[src/rtl/key_conditioner.sv]
// key_conditioner
//   Multi-channel front end for raw push-button / switch inputs. Each key is
//   passed through a 2-flop synchroniser, a counter-based debouncer, a
//   registered edge detector and an optional typematic auto-repeat FSM.
//   At most one press or repeat event is produced per key per clock.
//
// Parameters
//   N_KEYS       number of independent key channels
//   DB_CYCLES    consecutive stable synchronised samples needed to accept a change
//   REPEAT_DELAY cycles from a press pulse to the first repeat pulse
//   REPEAT_RATE  cycles between subsequent repeat pulses
//
// Ports
//   clk          system clock, all logic on posedge
//   rst          synchronous active-high reset
//   key_in       raw asynchronous key levels, 1 = pressed
//   repeat_en    per-key auto-repeat enable (register-driven, not synchronised)
//   key_level    debounced key state
//   key_press    1-cycle pulse on accepted 0->1
//   key_release  1-cycle pulse on accepted 1->0
//   key_repeat   1-cycle auto-repeat pulse
//   any_press    OR of key_press, aligned with key_press
module key_conditioner #(
  parameter int N_KEYS       = 4,
  parameter int DB_CYCLES    = 16,
  parameter int REPEAT_DELAY = 500,
  parameter int REPEAT_RATE  = 100
) (
  input  logic              clk,
  input  logic              rst,
  input  logic [N_KEYS-1:0] key_in,
  input  logic [N_KEYS-1:0] repeat_en,
  output logic [N_KEYS-1:0] key_level,
  output logic [N_KEYS-1:0] key_press,
  output logic [N_KEYS-1:0] key_release,
  output logic [N_KEYS-1:0] key_repeat,
  output logic              any_press
);

  // Debounce counter holds 0 .. DB_CYCLES-1; repeat counter holds
  // 0 .. max(REPEAT_DELAY, REPEAT_RATE)-1.
  localparam int DW   = (DB_CYCLES > 1) ? $clog2(DB_CYCLES) : 1;
  localparam int RMAX = (REPEAT_DELAY > REPEAT_RATE) ? REPEAT_DELAY : REPEAT_RATE;
  localparam int RW   = $clog2(RMAX);

  localparam logic [DW-1:0] DB_LAST    = DW'(DB_CYCLES - 1);
  localparam logic [RW-1:0] DELAY_LAST = RW'(REPEAT_DELAY - 1);
  localparam logic [RW-1:0] RATE_LAST  = RW'(REPEAT_RATE - 1);

  localparam logic [1:0] ST_IDLE  = 2'd0;
  localparam logic [1:0] ST_DELAY = 2'd1;
  localparam logic [1:0] ST_RATE  = 2'd2;

  logic [N_KEYS-1:0] sync_p0;
  logic [N_KEYS-1:0] sync_p1;
  logic [N_KEYS-1:0] lvl_p2;
  logic [N_KEYS-1:0] press_cond;
  logic [N_KEYS-1:0] release_cond;

  // The internal debounced level leads key_level by one cycle, so comparing
  // the two gives the edge one cycle ahead and lets the pulse be registered
  // into the same cycle key_level shows the new value.
  assign press_cond   = lvl_p2 & ~key_level;
  assign release_cond = ~lvl_p2 & key_level;

  // ---- stage p0/p1: synchroniser; output stage: level and edge pulses ----
  always_ff @(posedge clk) begin
    if (rst) begin
      sync_p0     <= '0;
      sync_p1     <= '0;
      key_level   <= '0;
      key_press   <= '0;
      key_release <= '0;
      any_press   <= 1'b0;
    end else begin
      sync_p0     <= key_in;
      sync_p1     <= sync_p0;
      key_level   <= lvl_p2;
      key_press   <= press_cond;
      key_release <= release_cond;
      any_press   <= |press_cond;
    end
  end

  for (genvar k = 0; k < N_KEYS; k++) begin : g_key
    logic [DW-1:0] dcnt;
    logic [RW-1:0] rcnt;
    logic [1:0]    state;
    logic          lvl;
    logic          rep;

    assign lvl_p2[k]     = lvl;
    assign key_repeat[k] = rep;

    // ---- stage p2: debounce, a change is accepted after DB_CYCLES
    // consecutive samples that disagree with the current level ----
    always_ff @(posedge clk) begin
      if (rst) begin
        dcnt <= '0;
        lvl  <= 1'b0;
      end else if (sync_p1[k] == lvl) begin
        dcnt <= '0;
      end else if (dcnt == DB_LAST) begin
        lvl  <= sync_p1[k];
        dcnt <= '0;
      end else begin
        dcnt <= dcnt + 1'b1;
      end
    end

    // ---- output stage: auto-repeat FSM ----
    // Leaving DELAY/RATE is checked before the due test, so a release
    // accepted in the cycle a repeat is due suppresses that repeat.
    always_ff @(posedge clk) begin
      if (rst) begin
        state <= ST_IDLE;
        rcnt  <= '0;
        rep   <= 1'b0;
      end else begin
        rep <= 1'b0;
        case (state)
          ST_IDLE: begin
            if (press_cond[k] && repeat_en[k]) begin
              state <= ST_DELAY;
              rcnt  <= '0;
            end
          end
          ST_DELAY, ST_RATE: begin
            if (!lvl || !repeat_en[k]) begin
              state <= ST_IDLE;
              rcnt  <= '0;
            end else if (rcnt == ((state == ST_DELAY) ? DELAY_LAST : RATE_LAST)) begin
              rep   <= 1'b1;
              rcnt  <= '0;
              state <= ST_RATE;
            end else begin
              rcnt <= rcnt + 1'b1;
            end
          end
          default: begin
            state <= ST_IDLE;
            rcnt  <= '0;
          end
        endcase
      end
    end
  end

endmodule

[config.mk]
export PLATFORM = sky130hd
export DESIGN_NAME = key_conditioner
export DESIGN_NICKNAME = d
export VERILOG_FILES = /design/src/rtl/key_conditioner.sv
export SDC_FILE = /design/constraint.sdc
export NUM_CORES = 1
export LEC_CHECK = 0
export ABC_AREA = 1
export BUFFER_PORTS_ARGS = -buffer_cell sky130_fd_sc_hd__buf_2
export CAP_MARGIN = 5
export CORE_AREA = 10 10 93 95
export DETAILED_ROUTE_END_ITERATION = 6
export DIE_AREA = 0 0 103 105
export PLACE_DENSITY = 0.73
export REMOVE_ABC_BUFFERS = 1
export SKIP_CTS_REPAIR_TIMING = 1
export SLEW_MARGIN = 30
export SYNTH_ARGS = -nofsm -noshare
export SYNTH_HDL_FRONTEND = slang
export SYNTH_SLANG_ARGS = --single-unit
[constraint.sdc]
create_clock -name clk -period 2.4 [get_ports clk]
set_clock_uncertainty 0.1 [all_clocks]
set_input_delay 0.72 -clock clk [delete_from_list [all_inputs] [get_ports clk]]
set_output_delay 0.72 -clock clk [all_outputs]
set_load 0.01 [all_outputs]
[After elaboration in Yosys (flattened, before gate mapping)]
Index checks and enable logic that the tools add are counted.
Cells by class
  add/sub/neg operators: 8
  eq/ne operators: 28
  multiplexer cells: 40
  bitwise gates (word level): 12
  reduce and logical (&&, ||, !) cells: 41
Operators by type and width (count)
  2-to-1 mux 9 bit: 16
  one-hot mux 9 bit (2 select lines): 4
  adder 9 x 1 -> 9 bit (second input constant): 4
  equality test 9 bit: 4
  2-to-1 mux 2 bit: 12
  OR reduction 3 bit: 8
  adder 4 x 1 -> 4 bit (second input constant): 4
  equality test 4 bit (second input constant): 4
  one-hot mux 2 bit (2 select lines): 4
  AND reduction 2 bit: 8
  inequality test 3 bit (second input constant): 4
  bitwise AND 4 bit: 2
  equality test 2 x 1 -> 1 bit (second input constant): 4
  equality test 2 bit (second input constant): 4
  logical NOT 1 bit: 8
  logical NOT 2 bit: 4
  inequality test 2 bit (second input constant): 4
  inverter 1 bit: 8
  inverter 4 bit: 2
  OR reduction 2 bit: 4
  equality test 1 bit: 4
  logical AND 1 bit: 4
  logical OR 1 bit: 4
  2-to-1 mux 1 bit: 4
  OR reduction 4 bit: 1
Storage, ports and cells
  bits in registers: 89
  input port bits: 10
  output and inout bits: 17
  logic and storage cells: 155

[Logic depth before layout (Yosys ltp)]
  depth after elaboration: 6
  mapped depth: 11
  depth with buffers taken out: 11

[Least setup slack after synthesis]
Ideal clock, no wire load.
  path type: input to register
  from: in rst
  to: reg g_key[1].rcnt[0]
  library setup time: 71 ps
  data arrival time: 1411 ps
  required time: 2229 ps
  setup slack: 819 ps
  cell stages on the path: 5
  path buffers: 2
  path through: buf_2 > inv_1 > buf_2 > nand2_1 > a21oi_1
RTL lines
  from (decl): line 30  | input logic rst,
  to (signal assigned): line 137  | rcnt <= rcnt + 1'b1;
  to (decl): line 87  | logic [RW-1:0] rcnt;

[Worst setup path in the final report]
  from: reg g_key[1].state[1]
  to: reg g_key[1].rcnt[5]
On the way
  cells in the longest elaborated chain, start to end: 6
  elaborated cells between the ends (all ways): 10
  those cells by class: 4 x eq/ne; 4 x mux; 2 x reduce/logical
Ends and longest elaborated chain
  from (decl): line 88  | logic [1:0] state;
  from (signal assigned): line 116  | state <= ST_IDLE;
  from (signal assigned): line 124  | state <= ST_DELAY;
  from (signal assigned): line 130  | state <= ST_IDLE;
  equality test 2 x 1 -> 1 bit: line 121, 132
  2-to-1 mux 9 bit: line 132  | end else if (rcnt == ((state == ST_DELAY) ? DELAY_LAST : RATE_LAST)) begin
  equality test 9 bit: line 132
  2-to-1 mux 9 bit: line 132
  2-to-1 mux 9 bit: line 129  | if (!lvl || !repeat_en[k]) begin
  one-hot mux 9 bit (2 select lines): line 121  | case (state)
Several ways; a longest one is shown, not always the timed one.
A chain may end at the register's enable or synchronous reset.

==> results.txt <==
The run finished with clean final reports. For this run the aggregate overflow at the end of global routing stands at 0. The worst setup path is captured at a register. In this run, distinct cell masters in the synthesized netlist total 35.

Counting tap cells, the placed design contains a total of 621 instances. The detailed-route via count is 3168. Summed over all cells, the static leakage comes to 0.00189 uW. In this run the tool buffered the top-level ports with 26 buffer cells. The H-tree generated during clock tree synthesis spans 3 levels. The tools report the fraction of the yosys area taken by sequential cells as 0.448. 0 antenna diodes ended up in the layout. In the layout the commonest cells are 101 x nor2_1, 98 x nand2_1, 89 x dfxtp_1, 67 x inv_1, 38 x nand3_1.

In this run the vertical extent of the chip is 105 um. The tools report the via count of the first global-routing pass as 2924. The number of slew-limit violations in the final report is 0, and the final period demand of the worst path is 1.73 ns. The highest fanout seen on the critical path was 8. The tool flagged a number of max-cap violations equal to 0. The HPWL after detailed placement is 5290 um. Leaving out filler cells and counting taps, the final layout contains 637. The die width was 103 um; the number of optimization iterations in the first detailed-route pass was 4. The tools report the number of top-level pins as 27. STA classifies the critical path startpoint as a register. Summed over all failing endpoints, the final setup total negative slack is 0 ns. The share of flip-flops with an asynchronous set or reset came out at 0. Primary flip-flop cell chosen by synthesis mapping: dfxtp_1. The commonest non-fill, non-tap cell in the layout was nor2_1. Entering global routing, the biggest net connects 27 pins. The first global-routing pass estimated 12400 um of wire. The deepest clock path buffer count was 2; the fraction of post-synthesis cell area in the top cell type by area was 0.448. The run gives 4160 um2 as the placed instance area.

For the cell area after layout, the log shows 4380 um2. For the initial antenna violation count, the log shows 0. The sequential cells in the finished layout cover a total of 1780 um2. The maximum achievable frequency came out at 0.577 GHz. Dividing total power by cell area gives a power density of 670 nW/um2. Once detail routing completed, the nets flagged for antenna violations numbered 0.

Setup repair after global routing left no endpoint under its margin. The number of fill cells is 574, and the arrival time of data at the critical path endpoint is 1.88 ns. The worst hold path passes through 2 cells.

Relative area change from synthesis to final layout: 10.0%. The global routing usage summed across all routing layers is 0.139, and the transition time at the pin with the least slew margin is 0.348 ns. The run gives 0.766 as the relative slew slack. In the routed layout, each cell is associated on average with a via count of 4.97. The number of synthesized flops with an enable pin came out at 0. The area of combinational cells with multiple inputs was 1860 um2. The number of buffers created by CTS was 9; the final routed wirelength across all metal layers was 7230 um.

The average cell area after synthesis was 7.61 um2. The tools report the combined area of all synthesized cells as 3980 um2. Across the VDD grid, the largest voltage drop is 0.390 mV. Synthesis produced 523 cells.

The clock reaches the later pin of the worst-skew pair after 0.36 ns. After clock tree synthesis, the clock-pin slew on the worst setup and hold paths is 0.09 ns. The tools report the number of warning messages in the yosys log as 0. For the data required time of the critical path, the log shows 2.55 ns.

The fraction of layout cells with a size suffix above 1 is 0.111, and the hold violation count in the final report is 0. The die covers 10800 um2. The synthesized design contains 89 register bits.

At the end of the flow, the number of nets in the layout was 586. The cell type with the highest aggregate area in the netlist was dfxtp_1. The run gives 0.589 as the initial core utilization. The number of cells on the worst reg-to-reg path is 10.

For this run, design rule violations remaining after detail routing come to 0. TritonCTS built the clock tree. In this run the core area contains 30 standard-cell rows.

In this run, the number of DRC markers left after iteration 0 of detailed routing was 107. In the final routed layout, each cell accounts on average for 11.3 um. The tools report the floorplan core area as 6760 um2. Worst min-delay path category: register to register. The clock drives 89 sinks. Type of the setup path with the least slack: register to register. Setup violations remaining at the end of the flow were counted as 0. In the post-synthesis netlist, the biggest area contributors are dfxtp_1 45%, nor2_1 9.5%, nand2_1 9.2%. The logs give 0.858 for the last weighted congestion value of the routability-driven placer and 0.303 ns for the final-layout worst hold slack. The cell sitting at the root of the clock tree is a clkbuf_8. The ratio of final minimum period to clock period came out at 0.722.
[Yosys cell counts (4+ instances only)]
cell type and n:
nand3_1 38, xor2_1 19, o21ai_0 9, buf_4 4
ha_1 24, a21oi_1 15, nor3_1 13, nand2_2 7
nor2_1 101, inv_1 67, nand2_1 98, dfxtp_1 89
[cell families after synthesis]
group | synth area share
xor gates and xnor gates | 0.0418
AOI/OAI and AO/OA | 0.0484
muxes | 0.00755
buffers and inverters | 0.0846
adders and majority gates | 0.0755
and+or+nand+nor | 0.294
DFF | 0.448
[layout make-up]
class | count | share of cell area
clock buffers | 11 | 0.0323
multi-input cells | 354 | 0.425
clock inverters | 5 | 0.0180
flip-flops and latches | 89 | 0.407
repair buffers | 29 | 0.0349
inverters | 69 | 0.0597
well taps | 80 | 0.0229
[per-layer routing]
metal	GRT usage	routed length (um)
met1	0.180	3570
met2	0.211	3200
met3	0.0356	335
met4	0.0596	125
met5	0	0
[sequential cells by signal, indices dropped and copies added (netlist names)]
| name | cells |
|---|---|
| any_press | 1 |
| g_key.dcnt | 16 |
| g_key.lvl | 4 |
| g_key.rcnt | 36 |
| g_key.rep | 4 |
| g_key.state | 8 |
| key_level | 4 |
| key_press | 4 |
| key_release | 4 |
| sync_p0 | 4 |
| sync_p1 | 4 |
[through the flow]
step | total power [uW] | worst slack [ns] | util
final | 2930 | 0.667 | 0.648
after global routing | 3050 | 0.488 | 0.648
after CTS | 2960 | 0.666 | 0.648
after detailed placement | 1830 | 0.591 | 0.615
after global placement | 1820 | 0.623 | 0.615
after floorplan | 1760 | 0.597 | -
[report_power, final]
group,leakage [uW],total [uW],internal (uW),switching (uW)
Clock,0.000113,1130,614,517
Combinational,0.00106,263,96.9,166
Sequential,0.000719,1540,1510,28.5
Total,0.00189,2930,2220,711
[worst max-delay path: stages, from the launching register on]
cell,delay (ns)
dfxtp_1,0.38
inv_1,0.10
ha_1,0.20
nor2_1,0.09
nand2_1,0.05
nand2_1,0.05
nand3_1,0.10
nand2_1,0.15
nand2_1,0.10
nand2_1,0.23
nor2_1,0.08
[worst paths after layout]
kind,slack (ns),startpoint,end
setup / recovery,0.67,g_key[1].state[1]$_SDFFE_PP0P_,g_key[1].rcnt[5]$_SDFFE_PP0P_
hold / removal,0.30,sync_p0[0]$_SDFF_PP0_,sync_p1[0]$_SDFF_PP0_
setup reg to reg,0.67,g_key[1].state[1]$_SDFFE_PP0P_,g_key[1].rcnt[5]$_SDFFE_PP0P_
hold reg to reg,0.30,sync_p0[0]$_SDFF_PP0_,sync_p1[0]$_SDFF_PP0_
No activity file was read; power rests on OpenSTA's default activity.
